`config.mk`:
```
export PLATFORM = sky130hd
export DESIGN_NAME = serial_subtractor
export DESIGN_NICKNAME = d
export VERILOG_FILES = /design/src/rtl/serial_subtractor_pkg.sv /design/src/rtl/full_subtractor.sv /design/src/rtl/half_subtractor.sv /design/src/rtl/serial_subtractor.sv
export SDC_FILE = /design/constraint.sdc
export NUM_CORES = 1
export LEC_CHECK = 0
export CAP_MARGIN = 20
export CORE_MARGIN = 4
export CORE_UTILIZATION = 40
export CTS_BUF_LIST = sky130_fd_sc_hd__clkbuf_8
export DETAILED_ROUTE_END_ITERATION = 10
export PLACE_DENSITY = 0.64
export REMOVE_ABC_BUFFERS = 1
export SYNTH_ARGS = -nofsm -noshare
export SYNTH_HDL_FRONTEND = slang
export SYNTH_HIERARCHICAL = 1
export SYNTH_SLANG_ARGS = --single-unit
export TNS_END_PERCENT = 1
```
`constraint.sdc`:
```
create_clock -name clk -period 3.9 [get_ports clk]
set_clock_uncertainty 0.1 [all_clocks]
set_input_delay 0.78 -clock clk [delete_from_list [all_inputs] [get_ports clk]]
set_output_delay 0.78 -clock clk [all_outputs]
set_load 0.1 [all_outputs]
```
`src/rtl/serial_subtractor_pkg.sv`:
```
// Shared types for the bit-serial subtractor: FSM state encoding.
package serial_subtractor_pkg;

  // Binary-encoded controller states
  typedef enum logic [1:0] {
    ST_IDLE = 2'd0,
    ST_RUN  = 2'd1,
    ST_DONE = 2'd2
  } state_t;

endpackage

```
`src/rtl/full_subtractor.sv`:
```
// One-bit full subtractor built from two half subtractors and an OR on
// their borrows.
module full_subtractor (
  input  logic a,
  input  logic b,
  input  logic bin,
  output logic diff,
  output logic bout
);

  logic d1;
  logic b1;
  logic b2;

  half_subtractor u_hs_ab (
    .a    (a),
    .b    (b),
    .diff (d1),
    .bout (b1)
  );

  half_subtractor u_hs_bin (
    .a    (d1),
    .b    (bin),
    .diff (diff),
    .bout (b2)
  );

  // Either stage may generate the borrow; they are mutually exclusive
  always_comb begin
    bout = b1 | b2;
  end

endmodule

```
`src/rtl/half_subtractor.sv`:
```
// One-bit half subtractor: a - b with borrow out.
module half_subtractor (
  input  logic a,
  input  logic b,
  output logic diff,
  output logic bout
);

  // Difference is XOR; a borrow is needed only when a=0 and b=1
  always_comb begin
    diff = a ^ b;
    bout = ~a & b;
  end

endmodule

```
`src/rtl/serial_subtractor.sv`:
```
// Bit-serial unsigned subtractor: a - b, one bit per clock, LSB first,
// with valid/ready handshakes on both operand and result sides.
module serial_subtractor
  import serial_subtractor_pkg::*;
#(
  parameter int WIDTH = 8
) (
  input  logic             clk,
  input  logic             rst_n,
  input  logic             in_valid,
  output logic             in_ready,
  input  logic [WIDTH-1:0] a,
  input  logic [WIDTH-1:0] b,
  output logic             out_valid,
  input  logic             out_ready,
  output logic [WIDTH-1:0] diff,
  output logic             borrow_out
);

  localparam int CW = $clog2(WIDTH);
  localparam logic [CW-1:0] LAST_BIT = CW'(WIDTH - 1);

  state_t           state;
  state_t           next_state;
  logic [WIDTH-1:0] a_sr;
  logic [WIDTH-1:0] b_sr;
  logic [WIDTH-1:0] result;
  logic [CW-1:0]    cnt;
  logic             borrow_q;
  logic             bit_d;
  logic             bit_bw;

  full_subtractor u_fsub (
    .a    (a_sr[0]),
    .b    (b_sr[0]),
    .bin  (borrow_q),
    .diff (bit_d),
    .bout (bit_bw)
  );

  // State register
  always_ff @(posedge clk or negedge rst_n) begin
    if (!rst_n) begin
      state <= ST_IDLE;
    end else begin
      state <= next_state;
    end
  end

  // Next-state logic and handshake outputs decoded from the state
  always_comb begin
    next_state = state;
    in_ready   = 1'b0;
    out_valid  = 1'b0;
    case (state)
      ST_IDLE: begin
        in_ready = 1'b1;
        if (in_valid) next_state = ST_RUN;
      end
      ST_RUN: begin
        if (cnt == LAST_BIT) next_state = ST_DONE;
      end
      ST_DONE: begin
        out_valid = 1'b1;
        if (out_ready) next_state = ST_IDLE;
      end
      default: next_state = ST_IDLE;
    endcase
  end

  // Datapath: operand load, serial shift, and result capture on the last bit
  always_ff @(posedge clk or negedge rst_n) begin
    if (!rst_n) begin
      a_sr       <= '0;
      b_sr       <= '0;
      result     <= '0;
      cnt        <= '0;
      borrow_q   <= 1'b0;
      diff       <= '0;
      borrow_out <= 1'b0;
    end else begin
      case (state)
        ST_IDLE: begin
          if (in_valid) begin
            a_sr     <= a;
            b_sr     <= b;
            result   <= '0;
            cnt      <= '0;
            borrow_q <= 1'b0;
          end
        end
        ST_RUN: begin
          borrow_q <= bit_bw;
          result   <= {bit_d, result[WIDTH-1:1]};
          a_sr     <= {1'b0, a_sr[WIDTH-1:1]};
          b_sr     <= {1'b0, b_sr[WIDTH-1:1]};
          cnt      <= cnt + 1'b1;
          if (cnt == LAST_BIT) begin
            diff       <= {bit_d, result[WIDTH-1:1]};
            borrow_out <= bit_bw;
          end
        end
        default: ;
      endcase
    end
  end

endmodule
```
Yosys cells after proc, flatten, opt, wreduce, memory -nomap -nowiden
Cells that the tools add are included.
{ "word_totals": {"reg_bits": 39, "in_bits": 20, "out_inout_bits": 11, "elab_cells": 43} }
{ "classes": {"n_addsub": 1, "eq_ne": 6, "n_mux": 16, "bitwise_logic": 7, "n_reduce_logical": 5} }
{ "ops": {"columns": ["operator", "count"], "rows": [
  ["$pmux W8 S2", 3],
  ["$mux W8", 3],
  ["$mux W2", 3],
  ["$ne A2 B2 Y1 const B", 3],
  ["$pmux W2 S3", 1],
  ["$pmux W3 S2", 1],
  ["$reduce_and A2 Y1", 2],
  ["$add A3 B1 Y3 const B", 1],
  ["$eq A3 B3 Y1 const B", 1],
  ["$mux W1", 3],
  ["$mux W3", 1],
  ["$reduce_and A3 Y1", 1],
  ["$and A1 B1 Y1", 2],
  ["$eq A2 B1 Y1 const B", 1],
  ["$eq A2 B2 Y1 const B", 1],
  ["$logic_not A2 Y1", 1],
  ["$not A1 Y1", 2],
  ["$pmux W1 S2", 1],
  ["$reduce_bool A2 Y1", 1],
  ["$xor A1 B1 Y1", 2],
  ["$or A1 B1 Y1", 1]
]} }

Depth between registers and ports, before layout
{ "depth": {"word_depth": 5, "mapped_depth": 7, "ltp_nobuf": 7} }

By module
The synthesis kept the hierarchy.
{ "by_module_without_submodules": {"columns": ["mod", "instances", "cells_each", "area_each_um2", "seq_area_each_um2"], "rows": [
  ["serial_subtractor", 1, 133, 1612.8, 950.9],
  ["half_subtractor", 2, 3, 20.0, 0.0],
  ["full_subtractor", 1, 1, 6.3, 0.0]
]} }

Worst setup path before layout
OpenSTA, ideal clock, no wires.
{ "synth_timing": {"path_kind": "register to output", "from": "register state[1]", "to": "output port out_valid", "arrival_ps": 1949, "required_time_ps": 3020, "slack_ps": 1071, "stages_incl_launch_ff": 5, "n_path_buf": 2, "cell_sequence": "dfrtp_1 buf_4 inv_1 buf_4 nor2_1"} }
{ "synth_via": {"elab_chain_len": 2} }
{ "synth_rtl": {"columns": ["element", "line", "rtl"], "rows": [
  ["start, declared", "serial_subtractor.sv:23", "state_t state;"],
  ["start signal, assigned", "serial_subtractor.sv:46", "state <= next_state;"],
  ["$eq A2 B2 Y1", "serial_subtractor.sv:55", "case (state)"],
  ["$mux W1", "serial_subtractor.sv:55", null],
  ["end, declared", "serial_subtractor.sv:14", "output logic out_valid,"]
]} }
Every way passes these cells.

Worst setup path in the final report
{ "layout_timing": {"from": "register diff[7]", "to": "output port diff[7]"} }
{ "layout_rtl": {"columns": ["element", "line", "rtl"], "rows": [
  ["start, declared", "serial_subtractor.sv:16", "output logic [WIDTH-1:0] diff,"],
  ["start signal, assigned", "serial_subtractor.sv:99", "diff <= {bit_d, result[WIDTH-1:1]};"]
]} }
No word-level cell between the ends.

==> metrics.cfg <==
[setup_path]
path_class=flop to output port
cp_data_required_time_ns=3.02
crit_path_max_fanout=2
worst-path-buf-inv=1
arrival_ns=1.77
critPathTopFamily=buffers and inverters
cp_slowest_cell=clkdlybuf4s50_1
path_cells=clkdlybuf4s50_1
worst_setup_path_end_kind=output port
startpoint_type=flop
cp_slowest_stage_delay_ns=1.14

[route]
via_per_inst=5.45
via_count=1189
met3_length_um=218
dr_wl_met2_um=1450
firstDrtPassIters=4
wl_um=3320
top_layer_used=met4
drtIter0Drc=69
drt.antenna.violating_nets=0
drt-met1-wl_um=1640
wl_per_cell_um=15.2
drcViolationCount=0

[die]
core_area_mm2=0.00400
die_w_um=72.4
die-area_mm2=0.00524
fp.dieH_um=72.4
initial_core_util_pct=41.5
rows=23
ioPinCount=31

[synth]
yosysWarnings=6
yosys-top-cells-area=dfrtp_1, o22ai_1, mux2_2, a22o_1, a21oi_1
syn_area_per_cell_um2=11.9
netlist.area_leader.share_pct=57.3
ys_seq_elements=38
netlist_area_mm2=0.00166
ys_types=22
yosysSeqAreaShare_pct=57.3
synthCells=140
yosys.area.top_type=dfrtp_1

[grt]
antenna_found_initial=0
grt_use_total_pct=13.5
grt_max_degree=39
grt-ovfl-total=0
grt_pass1_wl_um=5670
grt_pass1_vias=1257

[worst_hold_path]
worstHoldPathType=flop to flop

[cells_and_area]
final_nets=192
num-fill-cells=340
syn_to_final_growth_pct=22.9
diodes=0
drive_gt1_share_pct=14.3
design_area_mm2=0.00204

[clocking]
numCtsBuffers=5
cts_root_buf=clkbuf_8
ctsHoldBuffers=0
clk_path_buf_depth=2
cts_tree=yes
clk_latency_ns=0.28
htree_levels=2
clk_pin_slew_ns=0.07
cts_setup_buffers=0
cts_resized=0
clock-sinks=38

[timing]
setup-violations-final=0
worst_pin_slew_ns=0.973
slew_violations=0
fmax_mhz=377
finalCritPeriodShare_pct=68.0
period_needed_ns=2.65
fin_setup_tns_ns=0
rsz0062_at_grt=no
finalHoldViolations=0
slew_headroom_pct=34.9

[power_and_ir_drop]
combPwrFrac_pct=48.2
pwr-share-clk_pct=13.3
leakagePower_nw=0.891
p_int_mw=0.996
power_switching_mw=0.830
max-vdd-ir-drop_mv=0.590
powerDensity_mw_per_mm2=895
swShare_pct=45.4
power_frac_seq_pct=38.5

[flow_run]
cap_violations=0

[place]
place_hpwl_um=2250
dpl_cell_area_mm2=0.00196
gp_congestion=0.746
io_buffers=30

[run_status]
status=completed

==> state kept, by name, indices dropped and copies added, names as in the netlist <==
signal and cells:
a_sr 8, b_sr 8, borrow_out 1, borrow_q 1, cnt 3, diff 8
result 7, state 2
==> power by group through the flow <==
| stage | Sequential, mW | Clock [mW] | Combinational (mW) |
|---|---|---|---|
| 4_1_cts | 0.701 | 0.251 | 0.892 |
| 3_5_place_dp | 0.706 | 0 | 0.888 |
| 6_report | 0.702 | 0.243 | 0.881 |
| 5_1_grt | 0.725 | 0.269 | 0.951 |
| 2_1_floorplan | 0.945 | 0 | 0.415 |
| 3_3_place_gp | 0.703 | 0 | 0.866 |
==> cells by family (layout without fill, tap and decap cells) <==
kind of cell / Yosys count / in the layout / synth area share, %
AND/OR/NAND/NOR: 17 / 17 / 6.34
adder cells (fa/ha/maj): 4 / 4 / 3.02
multiplexers: 9 / 9 / 6.11
AO/OA/AOI/OAI: 56 / 56 / 22.0
buffers and inverters: 16 / 44 / 5.20
flip-flops: 38 / 38 / 57.3
==> stage by stage <==
step	util, %	hold WS (ns)	cells	setup slack (ns)	total power [mW]
2_1_floorplan	-	0.362	130	1.08	1.36
5_1_grt	51.0	0.431	218	1.19	1.95
3_3_place_gp	49.0	0.386	211	1.21	1.57
3_5_place_dp	49.0	0.396	211	1.09	1.59
4_1_cts	51.0	0.413	218	1.24	1.84
6_report	51.0	0.409	218	1.25	1.83
==> synth_stat cells <==
master	count
or2_1	1
o21bai_1	1
a22o_1	10
buf_4	6
inv_1	6
dfrtp_1	38
clkbuf_1	1
nand2_1	3
buf_2	3
o21ai_0	5
a21oi_1	13
and2b_1	1
o221a_2	2
nand3b_1	2
mux2_2	9
nand2b_4	2
nor2b_1	2
o22ai_1	24
nor2_1	5
nand2_2	1
o31ai_1	1
ha_1	4
==> cells in the final DEF (no fill, tap or decap) <==
cell / instances
clkbuf_8: 5
a21oi_1: 13
nand2_2: 1
clkinv_2: 2
o31ai_1: 1
buf_4: 3
ha_1: 4
o21ai_0: 5
nor2_1: 5
nand2_1: 3
clkdlybuf4s50_1: 28
nor2b_1: 2
dfrtp_1: 38
nand2b_4: 2
a22o_1: 10
mux2_2: 9
nand3b_1: 2
inv_1: 6
o22ai_1: 24
o221a_2: 2
or2_1: 1
o21bai_1: 1
and2b_1: 1
==> per-layer routing <==
metal	GRT usage, %	vias up
met5	0	-
met4	2.46	0
met3	4.29	3
met2	21.6	37
met1	18.3	573
li1	-	576
==> worst paths after layout <==
check | start | to | slack [ns] | cells past startpoint
setup / recovery | diff[7]$_DFFE_PN0P_ | diff[7] | 1.25 | 1
hold / removal | borrow_out$_DFFE_PN0P_ | borrow_out$_DFFE_PN0P_ | 0.41 | 1
setup reg to reg | state[0]$_DFFE_PN0P_ | diff[3]$_DFFE_PN0P_ | 2.14 | 3
hold reg to reg | borrow_out$_DFFE_PN0P_ | borrow_out$_DFFE_PN0P_ | 0.41 | 1
max in group asynchronous | rst_n | diff[3]$_DFFE_PN0P_ | 2.53 | 2
min in group asynchronous | rst_n | b_sr[6]$_DFFE_PN0P_ | 0.84 | 2
==> final cells by class <==
class                   count  area, um2  area share [%]
inverters                   6       22.5            1.10
well taps                  50       62.6            3.07
clock inverters             2       10.0           0.491
clock buffers               5       68.8            3.37
repair buffers             31        303            14.8
multi-input cells          86        622            30.5
flip-flops and latches     38        951            46.6
Power figures use the tool's default switching activity.
